--- config.mk ---
export PLATFORM = sky130hd
export DESIGN_NAME = cu_param_bank
export DESIGN_NICKNAME = d
export VERILOG_FILES = /design/src/rtl/cu_param_pkg.sv /design/src/rtl/cu_pot_hyst.sv /design/src/rtl/cu_param_bank.sv
export SDC_FILE = /design/constraint.sdc
export NUM_CORES = 1
export LEC_CHECK = 0
export ABC_CLOCK_PERIOD_IN_PS = 9000
export CORE_MARGIN = 3
export CORE_UTILIZATION = 35
export CTS_CLUSTER_DIAMETER = 50
export DETAILED_ROUTE_END_ITERATION = 8
export HOLD_SLACK_MARGIN = 0.06
export PLACE_DENSITY_LB_ADDON = 0.05
export SLEW_MARGIN = 20
export SYNTH_ARGS = -nofsm -noshare
export SYNTH_HDL_FRONTEND = slang
export SYNTH_SLANG_ARGS = --single-unit
--- constraint.sdc ---
create_clock -name clk50Mhz -period 9 [get_ports clk50Mhz]
set_clock_uncertainty 0.05 [all_clocks]
set_input_delay 1.8 -clock clk50Mhz [delete_from_list [all_inputs] [get_ports clk50Mhz]]
set_output_delay 1.8 -clock clk50Mhz [all_outputs]
set_load 0.02 [all_outputs]
--- src/rtl/cu_param_pkg.sv ---
// Shared definitions for the pot-to-register bank fabric: default sizes,
// reload-scan state encoding, index width helper and power-up defaults.
// Optional build macro: CU_PARAM_DEFAULTS_EN -- when defined, tracked pot
// values and bank outputs reset to the POT_DEFAULTS table instead of zero.
package cu_param_pkg;

  localparam int POT_W_DEF     = 10;
  localparam int NUM_POTS_DEF  = 7;
  localparam int NUM_BANKS_DEF = 7;
  localparam int HYST_DEF      = 4;

  // Width of the values returned by pot_default(); callers cast to POT_W.
  localparam int DEF_W = 16;

`ifdef CU_PARAM_DEFAULTS_EN
  localparam bit DEFAULTS_EN = 1'b1;
`else
  localparam bit DEFAULTS_EN = 1'b0;
`endif

  typedef enum logic [0:0] {
    IDLE = 1'b0,
    SCAN = 1'b1
  } scan_state_t;

  // Power-up musical defaults, [bank][pot].
  // bank 0 oscillator, 1 filter (cutoff mid-scale), 2 ADSR (sustain full),
  // 3 effects, 4..6 spare.
  localparam logic [9:0] POT_DEFAULTS [0:6][0:6] = '{
    '{10'd512, 10'd0,   10'd512, 10'd256, 10'd0,   10'd0,   10'd0},
    '{10'd512, 10'd0,   10'd256, 10'd0,   10'd0,   10'd0,   10'd0},
    '{10'd0,   10'd200, 10'd1023,10'd300, 10'd0,   10'd0,   10'd0},
    '{10'd0,   10'd512, 10'd128, 10'd0,   10'd0,   10'd0,   10'd0},
    '{10'd0,   10'd0,   10'd0,   10'd0,   10'd0,   10'd0,   10'd0},
    '{10'd0,   10'd0,   10'd0,   10'd0,   10'd0,   10'd0,   10'd0},
    '{10'd0,   10'd0,   10'd0,   10'd0,   10'd0,   10'd0,   10'd0}
  };

  // Scan index width; at least one bit even for a single bank.
  function automatic int idx_width(input int n);
    return (n > 1) ? $clog2(n) : 1;
  endfunction

  // Default value for bank/pot; positions outside the table default to zero.
  function automatic logic [DEF_W-1:0] pot_default(input int bank, input int pot);
    if (bank >= 0 && bank < NUM_BANKS_DEF && pot >= 0 && pot < NUM_POTS_DEF) begin
      return {6'd0, POT_DEFAULTS[3'(bank)][3'(pot)]};
    end else begin
      return 16'd0;
    end
  endfunction

endpackage

--- src/rtl/cu_pot_hyst.sv ---
// Single potentiometer front end: input capture register followed by a
// hysteresis tracker. The tracker follows the capture only for moves larger
// than HYST LSBs, but always snaps to either rail so 0 and full scale stay
// reachable despite the dead band.
module cu_pot_hyst #(
  parameter int               POT_W   = 10,
  parameter int               HYST    = 4,
  parameter logic [POT_W-1:0] RST_VAL = {POT_W{1'b0}}
) (
  input  logic             clk,
  input  logic             rst_n,
  input  logic [POT_W-1:0] pot_raw,
  output logic [POT_W-1:0] tracked
);

  localparam logic signed [POT_W:0] HYST_POS = (POT_W + 1)'(HYST);
  localparam logic signed [POT_W:0] HYST_NEG = -HYST_POS;
  localparam logic [POT_W-1:0]      POT_MIN  = {POT_W{1'b0}};
  localparam logic [POT_W-1:0]      POT_MAX  = {POT_W{1'b1}};

  logic [POT_W-1:0]        capture_r;
  logic [POT_W-1:0]        tracked_r;
  logic signed [POT_W:0]   diff_s;
  logic                    update_s;

  // Decide whether the tracked value follows the captured sample this cycle.
  always_comb begin
    diff_s   = $signed({1'b0, capture_r}) - $signed({1'b0, tracked_r});
    update_s = 1'b0;
    if (diff_s > HYST_POS || diff_s < HYST_NEG) begin
      update_s = 1'b1;
    end else if ((capture_r == POT_MIN || capture_r == POT_MAX) && capture_r != tracked_r) begin
      update_s = 1'b1;
    end else begin
      update_s = 1'b0;
    end
  end

  // Register the raw Arduino bus every cycle.
  always_ff @(posedge clk or negedge rst_n) begin
    if (!rst_n) begin
      capture_r <= RST_VAL;
    end else begin
      capture_r <= pot_raw;
    end
  end

  // Hysteresis tracker state.
  always_ff @(posedge clk or negedge rst_n) begin
    if (!rst_n) begin
      tracked_r <= RST_VAL;
    end else if (update_s) begin
      tracked_r <= capture_r;
    end else begin
      tracked_r <= tracked_r;
    end
  end

  assign tracked = tracked_r;

endmodule

--- src/rtl/cu_param_bank.sv ---
// Pot-to-register fabric: NUM_POTS hysteresis-filtered pots latched into
// NUM_BANKS enable-gated banks, with per-bank change strobes and a sequenced
// reload-all scan triggered by the rising edge of reload_all.
// Optional build macro: CU_PARAM_DEFAULTS_EN -- reset to package defaults.
module cu_param_bank
  import cu_param_pkg::*;
#(
  parameter int NUM_POTS  = NUM_POTS_DEF,
  parameter int POT_W     = POT_W_DEF,
  parameter int NUM_BANKS = NUM_BANKS_DEF,
  parameter int HYST      = HYST_DEF
) (
  input  logic                              clk50Mhz,
  input  logic                              RESET_N,
  input  logic [NUM_POTS*POT_W-1:0]         pot_in,
  input  logic [NUM_BANKS-1:0]              bank_en,
  input  logic                              reload_all,
  output logic [NUM_BANKS*NUM_POTS*POT_W-1:0] bank_out,
  output logic [NUM_BANKS-1:0]              bank_changed,
  output logic                              busy,
  output logic                              reload_done
);

  localparam int IDX_W  = idx_width(NUM_BANKS);
  localparam int BANK_W = NUM_POTS * POT_W;
  localparam logic [IDX_W-1:0] LAST_IDX = IDX_W'(NUM_BANKS - 1);

  // Reset value of one pot slot: package default or zero.
  function automatic logic [POT_W-1:0] pot_reset(input int b, input int p);
    return DEFAULTS_EN ? POT_W'(pot_default(b, p)) : {POT_W{1'b0}};
  endfunction

  // Reset value of a whole bank word.
  function automatic logic [BANK_W-1:0] bank_reset(input int b);
    logic [BANK_W-1:0] v;
    v = {BANK_W{1'b0}};
    for (int p = 0; p < NUM_POTS; p++) begin
      v[p*POT_W +: POT_W] = pot_reset(b, p);
    end
    return v;
  endfunction

  logic [BANK_W-1:0]    tracked_s;
  logic [NUM_BANKS-1:0] scan_sel_s;
  logic [NUM_BANKS-1:0] load_s;

  scan_state_t          state_r;
  logic [IDX_W-1:0]     idx_r;
  logic                 reload_q_r;
  logic                 busy_r;
  logic                 done_r;
  logic                 rise_s;

  // Pot front ends. The shared tracked value has no bank of its own, so it
  // powers up with bank 0's defaults.
  for (genvar p = 0; p < NUM_POTS; p++) begin : g_pot
    cu_pot_hyst #(
      .POT_W   (POT_W),
      .HYST    (HYST),
      .RST_VAL (pot_reset(0, p))
    ) u_hyst (
      .clk     (clk50Mhz),
      .rst_n   (RESET_N),
      .pot_raw (pot_in[p*POT_W +: POT_W]),
      .tracked (tracked_s[p*POT_W +: POT_W])
    );
  end

  assign rise_s = reload_all & ~reload_q_r;

  // Delay register for reload_all rising-edge detection.
  always_ff @(posedge clk50Mhz or negedge RESET_N) begin
    if (!RESET_N) begin
      reload_q_r <= 1'b0;
    end else begin
      reload_q_r <= reload_all;
    end
  end

  // Reload scanner: one bank per cycle, restartable by a fresh rising edge.
  always_ff @(posedge clk50Mhz or negedge RESET_N) begin
    if (!RESET_N) begin
      state_r <= IDLE;
      idx_r   <= {IDX_W{1'b0}};
      busy_r  <= 1'b0;
      done_r  <= 1'b0;
    end else begin
      done_r <= 1'b0;
      case (state_r)
        IDLE: begin
          if (rise_s) begin
            state_r <= SCAN;
            idx_r   <= {IDX_W{1'b0}};
            busy_r  <= 1'b1;
          end else begin
            busy_r  <= 1'b0;
          end
        end
        SCAN: begin
          if (rise_s) begin
            idx_r   <= {IDX_W{1'b0}};
            busy_r  <= 1'b1;
          end else if (idx_r == LAST_IDX) begin
            state_r <= IDLE;
            idx_r   <= {IDX_W{1'b0}};
            busy_r  <= 1'b0;
            done_r  <= 1'b1;
          end else begin
            idx_r   <= idx_r + IDX_W'(1);
            busy_r  <= 1'b1;
          end
        end
        default: begin
          state_r <= IDLE;
          idx_r   <= {IDX_W{1'b0}};
          busy_r  <= 1'b0;
        end
      endcase
    end
  end

  assign busy        = busy_r;
  assign reload_done = done_r;

  // Banks: an enable and a scan hit on the same cycle merge into one load.
  for (genvar b = 0; b < NUM_BANKS; b++) begin : g_bank
    localparam logic [BANK_W-1:0] BANK_RST = bank_reset(b);

    logic [BANK_W-1:0] bank_r;
    logic              changed_r;

    assign scan_sel_s[b] = (state_r == SCAN) && (idx_r == IDX_W'(b));
    assign load_s[b]     = bank_en[b] | scan_sel_s[b];

    // Latch tracked values; scan loads always strobe to force a re-latch.
    always_ff @(posedge clk50Mhz or negedge RESET_N) begin
      if (!RESET_N) begin
        bank_r    <= BANK_RST;
        changed_r <= 1'b0;
      end else if (load_s[b]) begin
        bank_r    <= tracked_s;
        changed_r <= scan_sel_s[b] | (tracked_s != bank_r);
      end else begin
        bank_r    <= bank_r;
        changed_r <= 1'b0;
      end
    end

    assign bank_out[b*BANK_W +: BANK_W] = bank_r;
    assign bank_changed[b]              = changed_r;
  end

endmodule
==> summary.txt <==
Run status
  – Outcome: complete, no violations

Pwr
  – Worst VDD drop: approximately 0.15 mV
  – PwrDens: a little over 300 nW/um^2
  – Leakage: ~18 nW
  – Total power draw: between 10 and 15 mW

Setup path
  – Crit-path max cell delay: roughly 0.81 ns
  – Worst R2R End: g_pot[2].u_hyst.tracked[2]
  – Worst R2R Start: g_pot[2].u_hyst.tracked[1]
  – Reg-to-reg slack, setup: approximately 4.8 ns
  – CP startpoint: g_pot[2].u_hyst.tracked[1]
  – CP Cell Sequence: buf_4 > inv_1 > ha_1 > nor2b_1 > o31a_1 > o31ai_1 > a21oi_1 > or4_1 > nand3_1 > mux2i_2 > mux2_2
  – R2R cell count: 11
  – Crit path launch type: register
  – Critical Path Sink Type: register
  – Critical path arrival: approximately 4.7 ns
  – CP top delay family: multiplexers
  – CP bufs+invs: 2
  – Worst EP required: 9.49 ns
  – Crit-path max FO: 11
  – CP max stage cell: mux2i_2
  – Crit path kind: register to register

Clock tree
  – H-tree depth: 3
  – Clock latency at the later pin of the worst-skew pair: 0.67 ns
  – Bufs on Longest Clock Path: 3
  – Cts bufs inserted: 94
  – Setup bufs post-CTS: 0
  – CTS tree: done
  – Hold_buf cts: 0
  – Root Buffer: clkbuf_16
  – Sink Count: 643
  – Clock slew at reported path FFs: 0.05 ns
  – PostCTS Resize Cnt: 0

Logic synthesis
  – Syn_area_per_cell: a little over 10 sq um
  – Synth cell types: 79
  – Top cells by count, synth: dfrtp_1 (643), nand2_1 (503), o21ai_0 (487), xnor2_1 (257), xor2_1 (231)
  – Syn nets: 3305
  – Post-synth EDFFs: 0
  – Syn Std Cell Area: about 32000 sq um
  – Top-count cell post-synth: dfrtp_1
  – Top-area cell type share of the netlist area: 0.5050
  – Synth top area cells: dfrtp_1 (51%), o21ai_0 (7.7%), xnor2_1 (7.1%)
  – Post-Syn Instances: 3148
  – Sequential fraction of the synthesis area: 0.5050
  – Ys async rst share: 1.000
  – Post-synth top area cell: dfrtp_1
  – Most used DFF post-synth: dfrtp_1
  – Yosys reg bits: between 600 and 700
  – Synth warnings: 0

Floorplan
  – Chip width: between 300 and 400 um
  – Die H: between 300 and 400 um
  – Core ar.: between 90000 and 100000 sq um
  – Row Count: 110
  – Initial Util: 0.3534
  – I/O pin count: ~580
  – Die footprint: roughly 95000 sq um

Job
  – Max Cap Violations: 0

Global routing
  – First-pass GRT wire length: 226400 um
  – Vias in the first global route: ~27000
  – Total global-route track usage: 0.3465
  – Largest net degree at the start of global routing: around 150
  – Initial antenna violation count: 5
  – Total grt overflow: 0

Place
  – Final HPWL DP: approximately 130000 um
  – I/O Buffers: slightly below 600
  – Routability congestion estimate: approximately 0.99

Timing
  – Setup Viol. Count Final: 0
  – Final min period: 4.216 ns
  – Fmax: approximately 240 MHz
  – Max_slew headroom: 0.1062
  – Actual slew at the worst max-slew pin: 1.328 ns
  – Hold Fails Final Rpt: 0
  – Final period utilization: 0.4684
  – RSZ-0062 raised after global routing: no
  – Final setup TNS: 0 ns
  – Slew Viols, Final: 0

Drt
  – Iter 0 DRT Violations: 2986
  – Routed len/inst: approximately 34 um
  – TritonRoute pass-1 iters: 7
  – DRT Wirelength: 167100 um
  – Vias: 27650
  – DRT antenna net count: 0
  – Number of vias per cell: between 5 and 6
  – Drt drc: 0

Cells and area
  – Final net count: 3888
  – Layout cells sized above 1: 0.1061
  – # diodes: 0
  – Area Growth Syn to Fin: 33.57%

Min path
  – Hold WC Path Type: register to register
  – Worst Hold Launch: g_bank[5].bank_r[54]
  – Worst hold stages: 2
  – Endpoint, Worst Hold: g_bank[5].bank_r[54]
## power by group
group,internal [mW],switching (mW)
combinational,1.77,2.69
sequential,3.50,1.11
clock,2.47,1.49
total,7.74,5.29
## worst max-delay path by stage
| stage | endpoint | slack [ns] | cells past startpoint |
|---|---|---|---|
| 2_1_floorplan | g_pot[5].u_hyst.tracked[0] | 5.34 | 12 |
| 6_report | g_pot[2].u_hyst.tracked[2] | 4.78 | 11 |
| 4_1_cts | g_pot[5].u_hyst.tracked[8] | 4.69 | 10 |
| 3_5_place_dp | g_bank[1].bank_r[50] | 4.65 | 4 |
| 3_3_place_gp | g_bank[1].bank_r[40] | 4.69 | 4 |
| 5_1_grt | g_pot[5].u_hyst.tracked[6] | 4.55 | 10 |
## per-stage QoR
step	hold slack (ns)	setup slack, ns	util	std cells	instance area [sq um]
final	0.4826	4.784	0.4720	4983	42550
after global routing	0.5134	4.548	0.4720	4983	42550
after floorplan	0.4437	5.341	-	3148	31860
after CTS	0.4840	4.695	0.4717	4982	42520
after global placement	0.4575	4.688	0.4344	4810	39170
after detailed placement	0.4706	4.653	0.4345	4810	39170
## cells in the final DEF (no fill, tap or decap), types with 93 or more instances in the layout
cell and n:
nand2_1 503, nand4_1 97, clkdlybuf4s50_1 577, dfrtp_1 643, clkbuf_16 97, o21ai_0 487
buf_4 99, xor2_1 231, xnor2_1 257, nor4_1 93
## sequential cells by signal, summed over array words and instances (netlist names)
register,count
reload_q_r,1
reload_done,1
g_pot.u_hyst.tracked,70
g_bank.bank_r,490
busy,1
g_bank.changed_r,7
g_pot.u_hyst.capture_r,70
idx_r,3
## metal layers
| metal | vias up | track usage | routed length [um] |
|---|---|---|---|
| met5 | - | 0 | 12 |
| met3 | 233 | 0.08562 | 15520 |
| met4 | 2 | 0.1254 | 6805 |
| met1 | 13940 | 0.4671 | 69300 |
| li1 | 12030 | - | - |
| met2 | 1447 | 0.5418 | 75420 |
## tightest hold or removal path, cell delays in order (launching register included)
cell     delay, ns
dfrtp_1       0.38
nand2_1       0.06
o21ai_0       0.06
## cell families (layout without fill, tap and decap cells)
| group | Yosys count | after routing | synth area share |
|---|---|---|---|
| muxes | 115 | 115 | 0.04394 |
| buffers and inverters | 299 | 958 | 0.03896 |
| DFF | 643 | 643 | 0.5050 |
| and+or+nand+nor | 860 | 860 | 0.1283 |
| AOI/OAI and AO/OA | 664 | 664 | 0.1170 |
| xor gates and xnor gates | 490 | 490 | 0.1352 |
| adders and majority gates | 77 | 77 | 0.03165 |
## layout make-up
| cell class | count | area (sq um) |
|---|---|---|
| Clock inverter | 56 | 760.7 |
| Tap cell | 1176 | 1471 |
| Inverter | 105 | 394.1 |
| Multi-Input combinational cell | 2206 | 14630 |
| Clock buffer | 116 | 2589 |
| Timing Repair Buffer | 681 | 6621 |
| Sequential cell | 643 | 16090 |
| Fill cell | 8438 | 47590 |
(Power assumes the default switching activity.)
